`config.mk`:
```
export PLATFORM = sky130hd
export DESIGN_NAME = piso_shifter
export DESIGN_NICKNAME = d
export VERILOG_FILES = /design/src/rtl/piso_shifter_pkg.sv /design/src/rtl/piso_shifter.sv
export SDC_FILE = /design/constraint.sdc
export NUM_CORES = 1
export LEC_CHECK = 0
export CELL_PAD_IN_SITES_DETAIL_PLACEMENT = 1
export CELL_PAD_IN_SITES_GLOBAL_PLACEMENT = 1
export CORE_AREA = 10 10 67 58
export CTS_CLUSTER_DIAMETER = 60
export DETAILED_ROUTE_END_ITERATION = 16
export DIE_AREA = 0 0 77 68
export PLACE_DENSITY = 0.53
export SLEW_MARGIN = 0
export SYNTH_ARGS = -nofsm -noshare
export SYNTH_HDL_FRONTEND = slang
export SYNTH_SLANG_ARGS = --single-unit
```
`constraint.sdc`:
```
create_clock -name clk_i -period 2.6 [get_ports clk_i]
set_input_delay 0.52 -clock clk_i [delete_from_list [all_inputs] [get_ports clk_i]]
set_output_delay 0.52 -clock clk_i [all_outputs]
set_load 0.005 [all_outputs]
```
`src/rtl/piso_shifter_pkg.sv`:
```
// piso_shifter_pkg: shared state type for the serialiser
package piso_shifter_pkg;
  typedef enum logic {IDLE = 1'b0, SHIFT = 1'b1} state_t;
endpackage

```
`src/rtl/piso_shifter.sv`:
```
// piso_shifter: valid/ready parallel-in, enable-paced serial-out shift register
module piso_shifter
  import piso_shifter_pkg::*;
#(
  parameter int   DATA_WIDTH = 8,
  parameter bit   MSB_FIRST  = 1'b1,
  parameter logic IDLE_LEVEL = 1'b0
) (
  input  logic                  clk_i,
  input  logic                  s_rst_n_i,
  input  logic                  enable_i,
  input  logic [DATA_WIDTH-1:0] s_data_i,
  input  logic                  s_valid_i,
  output logic                  s_ready_o,
  output logic                  q_o,
  output logic                  busy_o,
  output logic                  done_o
);
  localparam int CW = $clog2(DATA_WIDTH);
  state_t                state;
  logic [DATA_WIDTH-1:0] sr;
  logic [DATA_WIDTH-1:0] nxt;
  logic [CW-1:0]         cnt;
  logic                  nbit;
  logic                  first;
  logic                  last;
  always_comb begin
    nxt   = MSB_FIRST ? sr << 1 : sr >> 1;
    nbit  = MSB_FIRST ? sr[DATA_WIDTH-2] : sr[1];
    first = MSB_FIRST ? s_data_i[DATA_WIDTH-1] : s_data_i[0];
    last  = cnt == CW'(DATA_WIDTH - 1);
  end
  always_ff @(posedge clk_i) begin
    if (!s_rst_n_i) begin
      state  <= IDLE;
      sr     <= '0;
      cnt    <= '0;
      q_o    <= IDLE_LEVEL;
      done_o <= 1'b0;
    end else begin
      done_o <= 1'b0;
      if (state == IDLE) begin
        if (s_valid_i) begin
          state <= SHIFT;
          sr    <= s_data_i;
          cnt   <= '0;
          q_o   <= first;
        end
      end else if (enable_i) begin
        if (last) begin
          state  <= IDLE;
          q_o    <= IDLE_LEVEL;
          done_o <= 1'b1;
        end else begin
          sr  <= nxt;
          q_o <= nbit;
          cnt <= cnt + 1'b1;
        end
      end
    end
  end
  assign s_ready_o = state == IDLE;
  assign busy_o    = state == SHIFT;
endmodule

```
; ---- Word level (Yosys, flattened, before mapping)
; Cells that the tools add are included.
[totals]
in_bits = 12
ff_bits = 13
[op_classes]
bitwise = 1
n_reduce_logical = 4
eq_ne = 3
n_mux = 17
addsub = 1
[ops]
columns = operator, n
row1 = 2-to-1 mux 7 bit, 4
row2 = 2-to-1 mux 3 bit, 4
row3 = 2-to-1 mux 1 bit, 9
row4 = AND reduction 3 bit, 2
row5 = != test 2 bit (second input constant), 2
row6 = adder 3 x 1 -> 3 bit (second input constant), 1
row7 = equality test 3 bit (second input constant), 1
row8 = AND reduction 2 bit, 1
row9 = nonzero test 2 bit, 1
row10 = NOT 1 bit, 1

; ---- Longest topological paths before layout
; Gate-level depths: netlist (run 1).
[logic_depth]
word_depth = 4
ltp_mapped = 7
ltp_nobuf = 5

; ---- Worst setup path before layout (run 1)
; OpenSTA, ideal clock, no wires.
[synth_timing]
kind = register to register
from = reg cnt[0]
to = reg cnt[0]
t_required_ps = 2521
setup_slack_ps = 985
n_path_buf = 2
t_arrival_ps = 1536
stages_incl_launch_ff = 8
path_cell_list = dfxtp_1 ha_1 ha_1 and3b_4 buf_6 or2_1 buf_6 a211oi_2
[synth_rtl]
columns = element, line
row1 = start: declaration, piso_shifter.sv:23  ; logic [CW-1:0] cnt;
row2 = start signal: assignment, piso_shifter.sv:57  ; cnt <= cnt + 1'b1;
row3 = equality test 3 bit, piso_shifter.sv:31  ; last = cnt == CW'(DATA_WIDTH - 1);
row4 = named net last, piso_shifter.sv:26  ; logic last;
row5 = != test 2 bit (no source line), n/a
row6 = AND reduction 3 bit (no source line), n/a
; The timed path passes the listed nets, and every way through them passes these cells. The select of a mux whose other input is x is not followed.
; A chain may end at the register's enable or synchronous reset.

; ---- Worst setup path after layout (run 1)
[layout_timing]
from = reg state (netlist: busy_o)
to = out busy_o
[layout_rtl]
columns = element, line
row1 = start: declaration, piso_shifter.sv:20  ; state_t state;
row2 = start signal: assignment, piso_shifter.sv:35  ; state <= IDLE;
row3 = start signal: assignment, piso_shifter.sv:44  ; state <= SHIFT;
row4 = start signal: assignment, piso_shifter.sv:51  ; state <= IDLE;
row5 = end: declaration, piso_shifter.sv:16  ; output logic busy_o,
; No word-level cell between the ends.

==> results by group, run 1 <==
Synthesis
  – Seq cells post-synth: 13
  – Synth Cell Area: 618 um^2
  – Cell taking the most area after synthesis: dfxtp_1
  – Synth Flop Type: dfxtp_1
  – Yosys warnings: 0
  – Synth top area share: 0.421
  – Post-Synthesis Cells: 66
  – Commonest cells post-synth: dfxtp_1, a21oi_1, mux2i_1, o31ai_1, nand2_1
  – Post-synth ARST share: 0
  – Syn Nets: 80
  – Synth cell types: 21
  – Syn_area_per_cell: 9.37 um^2
  – Post-synth EDFFs: 0
  – Seq/Total Area, Yosys: 0.421
  – Synth area leaders: dfxtp_1, mux2i_1, o31ai_1
  – Top-count cell post-synth: dfxtp_1

Setup path
  – CP Data Required Time: 2.08 ns
  – Startpoint Class: register
  – Crit path max-delay family: buffers and inverters
  – Crit Path Class: register to output pin
  – WP data arrival: 1.42 ns
  – Critical Path Sink Type: output pin
  – Crit. Startpoint: busy_o
  – CP bufs+invs: 1
  – CP Cell Sequence: clkdlybuf4s50_1
  – Max incr delay on CP: 0.59 ns
  – Reg-to-reg startpoint: cnt[0]
  – Worst-path fanout max: 10
  – Slowest cell on crit path: clkdlybuf4s50_1

Min path
  – Worst hold start: cnt[1]
  – Hold Path Class: register to register

Status
  – Status: finished clean

Global routing
  – Global route overflow: 0
  – First-pass GRT wire length: 2660 um
  – Vias in the first global route: 581
  – Pin count of the biggest net entering global routing: 16
  – Initial antenna violation count: 0
  – Total Routing Usage GR: 0.0652

Placement
  – Placed inst area: 792 um^2
  – Final HPWL DP: 1130 um
  – Port buffer count: 15
  – Setup WS pre-CTS: 0.599 ns
  – GP Congestion: 0.711
  – Dpl cells: 116

Timing
  – Final Setup Violations: 0
  – Setup TNS: 0 ns
  – Max Clock Skew: 0.00378 ns
  – Final hold viol count: 0
  – Pins over their slew limit: 0
  – Actual slew at the worst max-slew pin: 0.385 ns
  – Hold slack: 0.469 ns
  – Worst slew margin: 0.743
  – Period utilization: 0.748
  – Max frequency: 0.514 GHz
  – Post-route setup slack: 0.656 ns
  – RSZ-0062 raised after global routing: false
  – Fin crit period: 1.94 ns

Die
  – Core Rows: 17
  – Core Area: 2620 um^2
  – # IOs: 16
  – Die area: 5240 um^2
  – Initial Util: 0.236
  – DIE WIDTH: 77 um
  – Die extent in y: 68 um

Pwr
  – VDD IR max: 166 uV
  – Leak pwr: 0.000319 uW
  – Power Density: 522 nW/um^2

Clocking
  – Worst-path clk slew: 0.08 ns
  – H-tree depth: 1
  – Post-CTS setup buffers: 0
  – Clk buf depth: 2
  – Clock sinks: 13
  – Root Buffer: clkbuf_4
  – Post-CTS sizing: 0
  – CTS Hold Bufs: 0
  – CTS tree: built
  – TritonCTS buffer count: 3
  – Worst-Skew Late Latency: 0.28 ns

Route
  – Total wire length: 1590 um
  – DR vias: 512
  – Detailed-route DRC error count: 0
  – Vias/cell: 4.27
  – DR WL/cell: 13.3 um
  – Initial DRC Count: 14
  – Number of nets with antenna violations after routing: 0
  – 1st-pass router iterations: 4

Layout
  – Area Growth Syn to Fin: 32.4%
  – Fin cells: 120
  – Ant diodes: 0
  – Cell area after layout: 818 um^2
  – Layout cell share with drive strength beyond 1: 0.110
  – Nets: 97

Flow run
  – Max-cap check violation count: 0
final cells by class:
class	instances	area (um^2)
fill	313	1800
multi-input combinational	43	297
sequential	13	260
timing repair buffer	18	173
tap	38	47.5
clock buffer	4	26.3
inverter	4	15.0
worst min-delay path: stages, from the launching register on:
cell and delay (ns):
dfxtp_1 0.32, nand2_1 0.05, o21ai_0 0.06
final timing paths:
path / endpoint / slack, ns / cells after the start
max: busy_o / 0.66 / 1
max reg2reg: cnt[2] / 0.81 / 5
min reg2reg: cnt[1] / 0.47 / 2
min: cnt[1] / 0.47 / 2
through the flow:
step	utilization	total power, uW
floorplan	-	271
global placement	0.303	303
detailed placement	0.303	304
CTS	0.313	436
global route	0.313	454
finish	0.313	427
kinds of logic (layout without fill, tap and decap cells):
kind of cell	count (synthesis)	count (layout)	synth area share
AO/OA/AOI/OAI	20	20	0.206
AND/OR/NAND/NOR	14	14	0.117
buffers and inverters	10	26	0.0992
multiplexers	7	7	0.115
adder cells (fa/ha/maj)	2	2	0.0405
flip-flops	13	13	0.421
flip-flops by register name, summed over array words and instances, names as in the netlist:
signal / count
q_o: 1
busy_o: 1
cnt: 3
sr: 7
done_o: 1
per-layer routing:
metal | track usage | share of wire | up-vias
li1 | - | - | 265
met1 | 0.0709 | 0.50 | 228
met2 | 0.102 | 0.41 | 17
met3 | 0.0406 | 0.080 | 2
met4 | 0.0273 | 0.0082 | 0
met5 | 0 | 0 | -
cell usage in the layout, fill, tap and decap left out, types with 2 or more instances in the layout:
master and instances:
o21ai_0 4, ha_1 2, nor2_1 3, clkdlybuf4s50_1 15, inv_1 4, o31ai_1 6, nand4_1 2, clkbuf_4 3
a21oi_1 7, mux2i_1 6, dfxtp_1 13, buf_4 3, nand2_1 5
where the power goes:
part / internal [uW] / switching [uW]
logic: 42.6 / 33.8
registers: 213 / 9.83
clock network: 59.5 / 69.1
No activity file was read; power rests on OpenSTA's default activity.
==> run 2, diff against run 1 <==
- PLACE_DENSITY: 0.53 -> 0.55
- clock period: 2.6 -> 1.7 ns (I/O delays scaled with it)
==> results by group, run 2 (synthesis gave the netlist of run 1 again) <==
Status
  – Status: finished clean

Timing
  – Final hold viol count: 0 (unchanged)
  – Period utilization: 0.944
  – Fin crit period: 1.60 ns
  – Final Setup Violations: 0 (unchanged)
  – Pins over their slew limit: 0 (unchanged)
  – Actual slew at the worst max-slew pin: 0.326 ns (-0.0593 ns)
  – Worst slew margin: 0.777 (+0.0343)
  – Max Clock Skew: 0.00408 ns (+0.000304 ns)
  – Setup TNS: 0 ns (unchanged)
  – RSZ-0062 raised after global routing: false
  – Max frequency: 0.623 GHz

Pwr
  – Switching pwr: 170 uW (+51%)
  – Combinational share of power: 0.186 (+0.007)
  – Part of the power in registers: 0.518 (-0.003)
  – Switching Fraction: 0.258 (-0.00547)
  – Clock Power Share: 0.296 (-0.005)
  – VDD IR max: 339 uV (+100%)
  – Leak pwr: 0.000341 uW (+6.8%)
  – Power Density: 773 nW/um^2 (+48%)
  – Int Power: 488 uW (+55%)

Min path
  – Hold Path Class: register to register
  – Worst hold start: sr[0]
  – Hold EP: sr[0]
  – Hold Path Cell Cnt: 2 (unchanged)

Die
  – Initial Util: 0.236 (unchanged)
  – Core Rows: 17 (unchanged)
  – Die area: 5240 um^2 (unchanged)
  – # IOs: 16 (unchanged)
  – Die extent in y: 68 um (unchanged)
  – DIE WIDTH: 77 um (unchanged)
  – Core Area: 2620 um^2 (unchanged)

Layout
  – Max FFs per register: 7 (unchanged)
  – Most flop-heavy register: sr
  – Layout cell share with drive strength beyond 1: 0.174 (+0.0647)
  – Top flop regs: sr: 7 flops, cnt: 3 flops
  – Fin cells: 124 (+3.3%)
  – Commonest non-fill, non-tap cells in the layout: clkdlybuf4s50_1, dfxtp_1, a21oi_1, buf_4
  – Area Growth Syn to Fin: 37.9%
  – Nets: 101 (+4.1%)
  – Layout fillers: 323 (+3.2%)
  – Commonest non-fill, non-tap cell in the layout: clkdlybuf4s50_1
  – Ant diodes: 0 (unchanged)

Setup path
  – CP Cell Sequence: clkdlybuf4s50_1
  – Crit path max-delay family: buffers and inverters
  – FF-to-FF End: cnt[0]
  – Startpoint Class: register
  – WP data arrival: 1.26 ns (-0.16 ns)
  – Max incr delay on CP: 0.54 ns (-0.05 ns)
  – CP Data Required Time: 1.36 ns (-0.72 ns)
  – Reg2reg setup slack: 0.21 ns (-0.60 ns)
  – Slowest cell on crit path: clkdlybuf4s50_1
  – Critical Path Sink Type: output pin
  – Worst-path fanout max: 11 (+1)
  – Cell count along the critical path: 1 (unchanged)
  – Crit Path Class: register to output pin
  – CP bufs+invs: 1 (unchanged)
  – R2R cell count: 6 (+1)
  – Reg-to-reg startpoint: cnt[0]

Clocking
  – Clock sinks: 13 (unchanged)
  – TritonCTS buffer count: 3 (unchanged)
  – CTS Hold Bufs: 0 (unchanged)
  – Clk buf depth: 2 (unchanged)
  – CTS tree: built
  – Worst-path clk slew: 0.08 ns (about the same)
  – H-tree depth: 1 (unchanged)
  – Worst-Skew Late Latency: 0.28 ns (about the same)
  – Root Buffer: clkbuf_4

Global routing
  – Vias in the first global route: 581 (unchanged)
  – Global route overflow: 0 (unchanged)
  – First-pass GRT wire length: 2740 um (+2.9%)
  – Pin count of the biggest net entering global routing: 13 (-3)
  – Total Routing Usage GR: 0.0665 (+0.00135)
  – Initial antenna violation count: 0 (unchanged)

Route
  – Total wire length: 1580 um (-1.1%)
  – Detailed-route DRC error count: 0 (unchanged)
  – Initial DRC Count: 27 (+13)
  – DR WL/cell: 12.7 um (-4.3%)
  – DR vias: 542 (+5.9%)
  – 1st-pass router iterations: 4 (unchanged)
  – Number of nets with antenna violations after routing: 0 (unchanged)
  – Vias/cell: 4.37 (+2.4%)

Placement
  – Dpl cells: 120 (+3.4%)
  – Final HPWL DP: 1200 um (+6.5%)
  – GP Congestion: 0.660 (-7.1%)
  – Port buffer count: 15 (unchanged)

Flow run
  – Max-cap check violation count: 0 (unchanged)
==> run 2: metal layers <==
metal  vias up  GRT usage  part of all wire
met2        10      0.103              0.46
met1       252     0.0805              0.48
met5         -          0                 0
met4         0     0.0273             0.016
li1        278          -                 -
met3         2     0.0288             0.037
==> run 2: metrics by stage <==
stage	hold slack [ns]	util	worst slack [ns]	power [uW]	cell area, um^2
5_1_grt	0.516	0.326	0.00995	710	852
4_1_cts	0.469	0.325	0.0578	672	850
6_report	0.465	0.326	0.0956	658	852
2_1_floorplan	0.436	-	0.0848	414	618
3_5_place_dp	0.458	0.314	0.00451	471	822
3_3_place_gp	0.448	0.314	0.0462	469	822
==> run 2: worst max path at each step <==
| stage | from | endpoint | slack [ns] |
|---|---|---|---|
| floorplan | cnt[0] | cnt[0] | 0.08 |
| global placement | enable_i | cnt[0] | 0.05 |
| detailed placement | s_valid_i | cnt[1] | 0.005 |
| CTS | busy_o | busy_o | 0.06 |
| global route | busy_o | busy_o | 0.01 |
| finish | busy_o | busy_o | 0.1 |
==> run 2: timing repair <==
action	in CTS	in global routing
buffers inserted	0	0
gates resized for setup	1	1
setup endpoints to repair	2	3
==> run 2: power groups by stage <==
stage	logic (uW)	clock network [uW]	registers, uW
floorplan	72.5	0	342
global placement	121	0	348
finish	122	195	341
global route	138	227	345
CTS	123	207	342
detailed placement	122	0	349
==> run 2: layout make-up <==
class	count	area, um^2	area share
Clock buffer	4	26.3	0.0308
Inverter	4	15.0	0.0176
Multi-Input combinational cell	43	299	0.351
Sequential cell	13	262	0.307
Tap cell	38	47.5	0.0558
Timing Repair Buffer	22	203	0.238
==> run 3, diff against run 2 <==
- RECOVER_POWER: unset -> 25
==> results by group, run 3 (synthesis gave the netlist of run 1 again) <==
Global routing
  – Initial antenna violation count: 0 (unchanged)
  – Vias in the first global route: 581 (unchanged)
  – Global route overflow: 0 (unchanged)
  – First-pass GRT wire length: 2740 um (unchanged)
  – Total Routing Usage GR: 0.0665 (unchanged)
  – Pin count of the biggest net entering global routing: 13 (unchanged)

Die
  – Die extent in y: 68 um (unchanged)
  – Core Area: 2620 um^2 (unchanged)
  – Initial Util: 0.236 (unchanged)
  – Die area: 5240 um^2 (unchanged)
  – DIE WIDTH: 77 um (unchanged)
  – Core Rows: 17 (unchanged)
  – # IOs: 16 (unchanged)

Route
  – 1st-pass router iterations: 4 (unchanged)
  – DR vias: 542 (unchanged)
  – DR WL/cell: 12.7 um (unchanged)
  – Initial DRC Count: 25 (-7.4%)
  – Number of nets with antenna violations after routing: 0 (unchanged)
  – Total wire length: 1580 um (unchanged)
  – Vias/cell: 4.37 (unchanged)
  – Detailed-route DRC error count: 0 (unchanged)

Layout
  – Nets: 101 (unchanged)
  – Max FFs per register: 7 (unchanged)
  – Area Growth Syn to Fin: 37.2%
  – Cell area after layout: 848 um^2 (-0.44%)
  – Layout cell share with drive strength beyond 1: 0.163 (-0.0116)
  – Commonest non-fill, non-tap cell in the layout: clkdlybuf4s50_1
  – Final Util: 0.324 (-0.00143)
  – Most flop-heavy register: sr
  – Top flop regs: sr: 7 flops, cnt: 3 flops
  – Commonest non-fill, non-tap cells in the layout: clkdlybuf4s50_1, dfxtp_1, a21oi_1
  – Ant diodes: 0 (unchanged)

Setup path
  – Startpoint Class: register
  – Max incr delay on CP: 0.54 ns (about the same)
  – Crit Path Class: register to output pin
  – WP data arrival: 1.26 ns (about the same)
  – CP bufs+invs: 1 (unchanged)
  – Worst-path fanout max: 11 (unchanged)
  – Slowest cell on crit path: clkdlybuf4s50_1
  – CP Cell Sequence: clkdlybuf4s50_1
  – Critical Path Sink Type: output pin
  – CP Data Required Time: 1.36 ns (about the same)
  – Crit path max-delay family: buffers and inverters

Timing
  – Worst slew margin: 0.777 (about the same)
  – Period utilization: 0.944 (about the same)
  – Fin crit period: 1.60 ns (-0.000367 ns)
  – Max Clock Skew: 0.00378 ns (-0.000298 ns)
  – Hold slack: 0.465 ns (-0.0000570 ns)
  – Setup TNS: 0 ns (unchanged)
  – Max frequency: 0.623 GHz (about the same)
  – Actual slew at the worst max-slew pin: 0.327 ns (+0.000534 ns)
  – Final Setup Violations: 0 (unchanged)
  – Pins over their slew limit: 0 (unchanged)
  – Final hold viol count: 0 (unchanged)
  – RSZ-0062 raised after global routing: false

Clocking
  – Worst-path clk slew: 0.08 ns (about the same)
  – TritonCTS buffer count: 3 (unchanged)
  – CTS tree: built
  – Root Buffer: clkbuf_4
  – Clock sinks: 13 (unchanged)
  – Worst-Skew Late Latency: 0.28 ns (about the same)
  – H-tree depth: 1 (unchanged)
  – Post-CTS setup buffers: 0 (unchanged)
  – Clk buf depth: 2 (unchanged)

Pwr
  – Leak pwr: 0.000342 uW (+0.42%)
  – Total Power: 657 uW (-0.18%)
  – Power Density: 775 nW/um^2 (+0.26%)
  – VDD IR max: 339 uV (about the same)

Placement
  – Port buffer count: 15 (unchanged)
  – GP Congestion: 0.660 (unchanged)
  – Placed inst area: 822 um^2 (unchanged)
  – Final HPWL DP: 1200 um (unchanged)

Status
  – Status: finished clean

Min path
  – Hold Path Class: register to register

Flow run
  – Max-cap check violation count: 0 (unchanged)
-- run 3: cell count changes in the layout (fill, tap and decap cells not counted), sizes merged --
cell / delta
buf: -1
dlygate4sd3: +2
clkdlybuf4s50: -2
clkbuf: +1
-- run 3: path summary, 6_finish.rpt --
path / start / to / slack [ns] / cells after the start
setup / recovery: busy_o / busy_o / 0.1 / 1
hold reg to reg: sr[0] / sr[0] / 0.47 / 2
setup reg to reg: cnt[0] / cnt[0] / 0.21 / 6
hold / removal: sr[0] / sr[0] / 0.47 / 2
-- run 3: where the power goes --
group / switching, uW / total (uW) / internal (uW) / leakage [uW]
clock: 104 / 195 / 91.0 / 0.0000150
combinational: 50.5 / 121 / 70.8 / 0.000220
sequential: 15.2 / 341 / 326 / 0.000107
-- run 3: per-stage QoR --
step | cells | setup slack (ns)
final | 124 | 0.0959
after global routing | 124 | 0.00995
after CTS | 124 | 0.0578
after detailed placement | 120 | 0.00451
after global placement | 120 | 0.0462
after floorplan | 66 | 0.0848
-- run 3: area by class of cell --
class                           instances  area [um^2]
Timing Repair Buffer                   22          199
Multi-Input combinational cell         43          299
Clock buffer                            4         26.3
Sequential cell                        13          262
Tap cell                               38         47.5
Inverter                                4         15.0
Fill cell                             322         1770
-- run 3: routing by layer --
metal | up-vias | global-route usage | share of wire
li1 | 278 | - | -
met3 | 2 | 0.0288 | 0.037
met4 | 0 | 0.0273 | 0.016
met2 | 10 | 0.103 | 0.46
met5 | - | 0 | 0
met1 | 252 | 0.0805 | 0.48
-- run 3: what timing repair did --
action | 4_1_cts | 5_1_grt
resized for setup | 1 | 1
setup endpoints to repair | 2 | 3
pin swaps | 0 | 0
hold buffers | 0 | 0
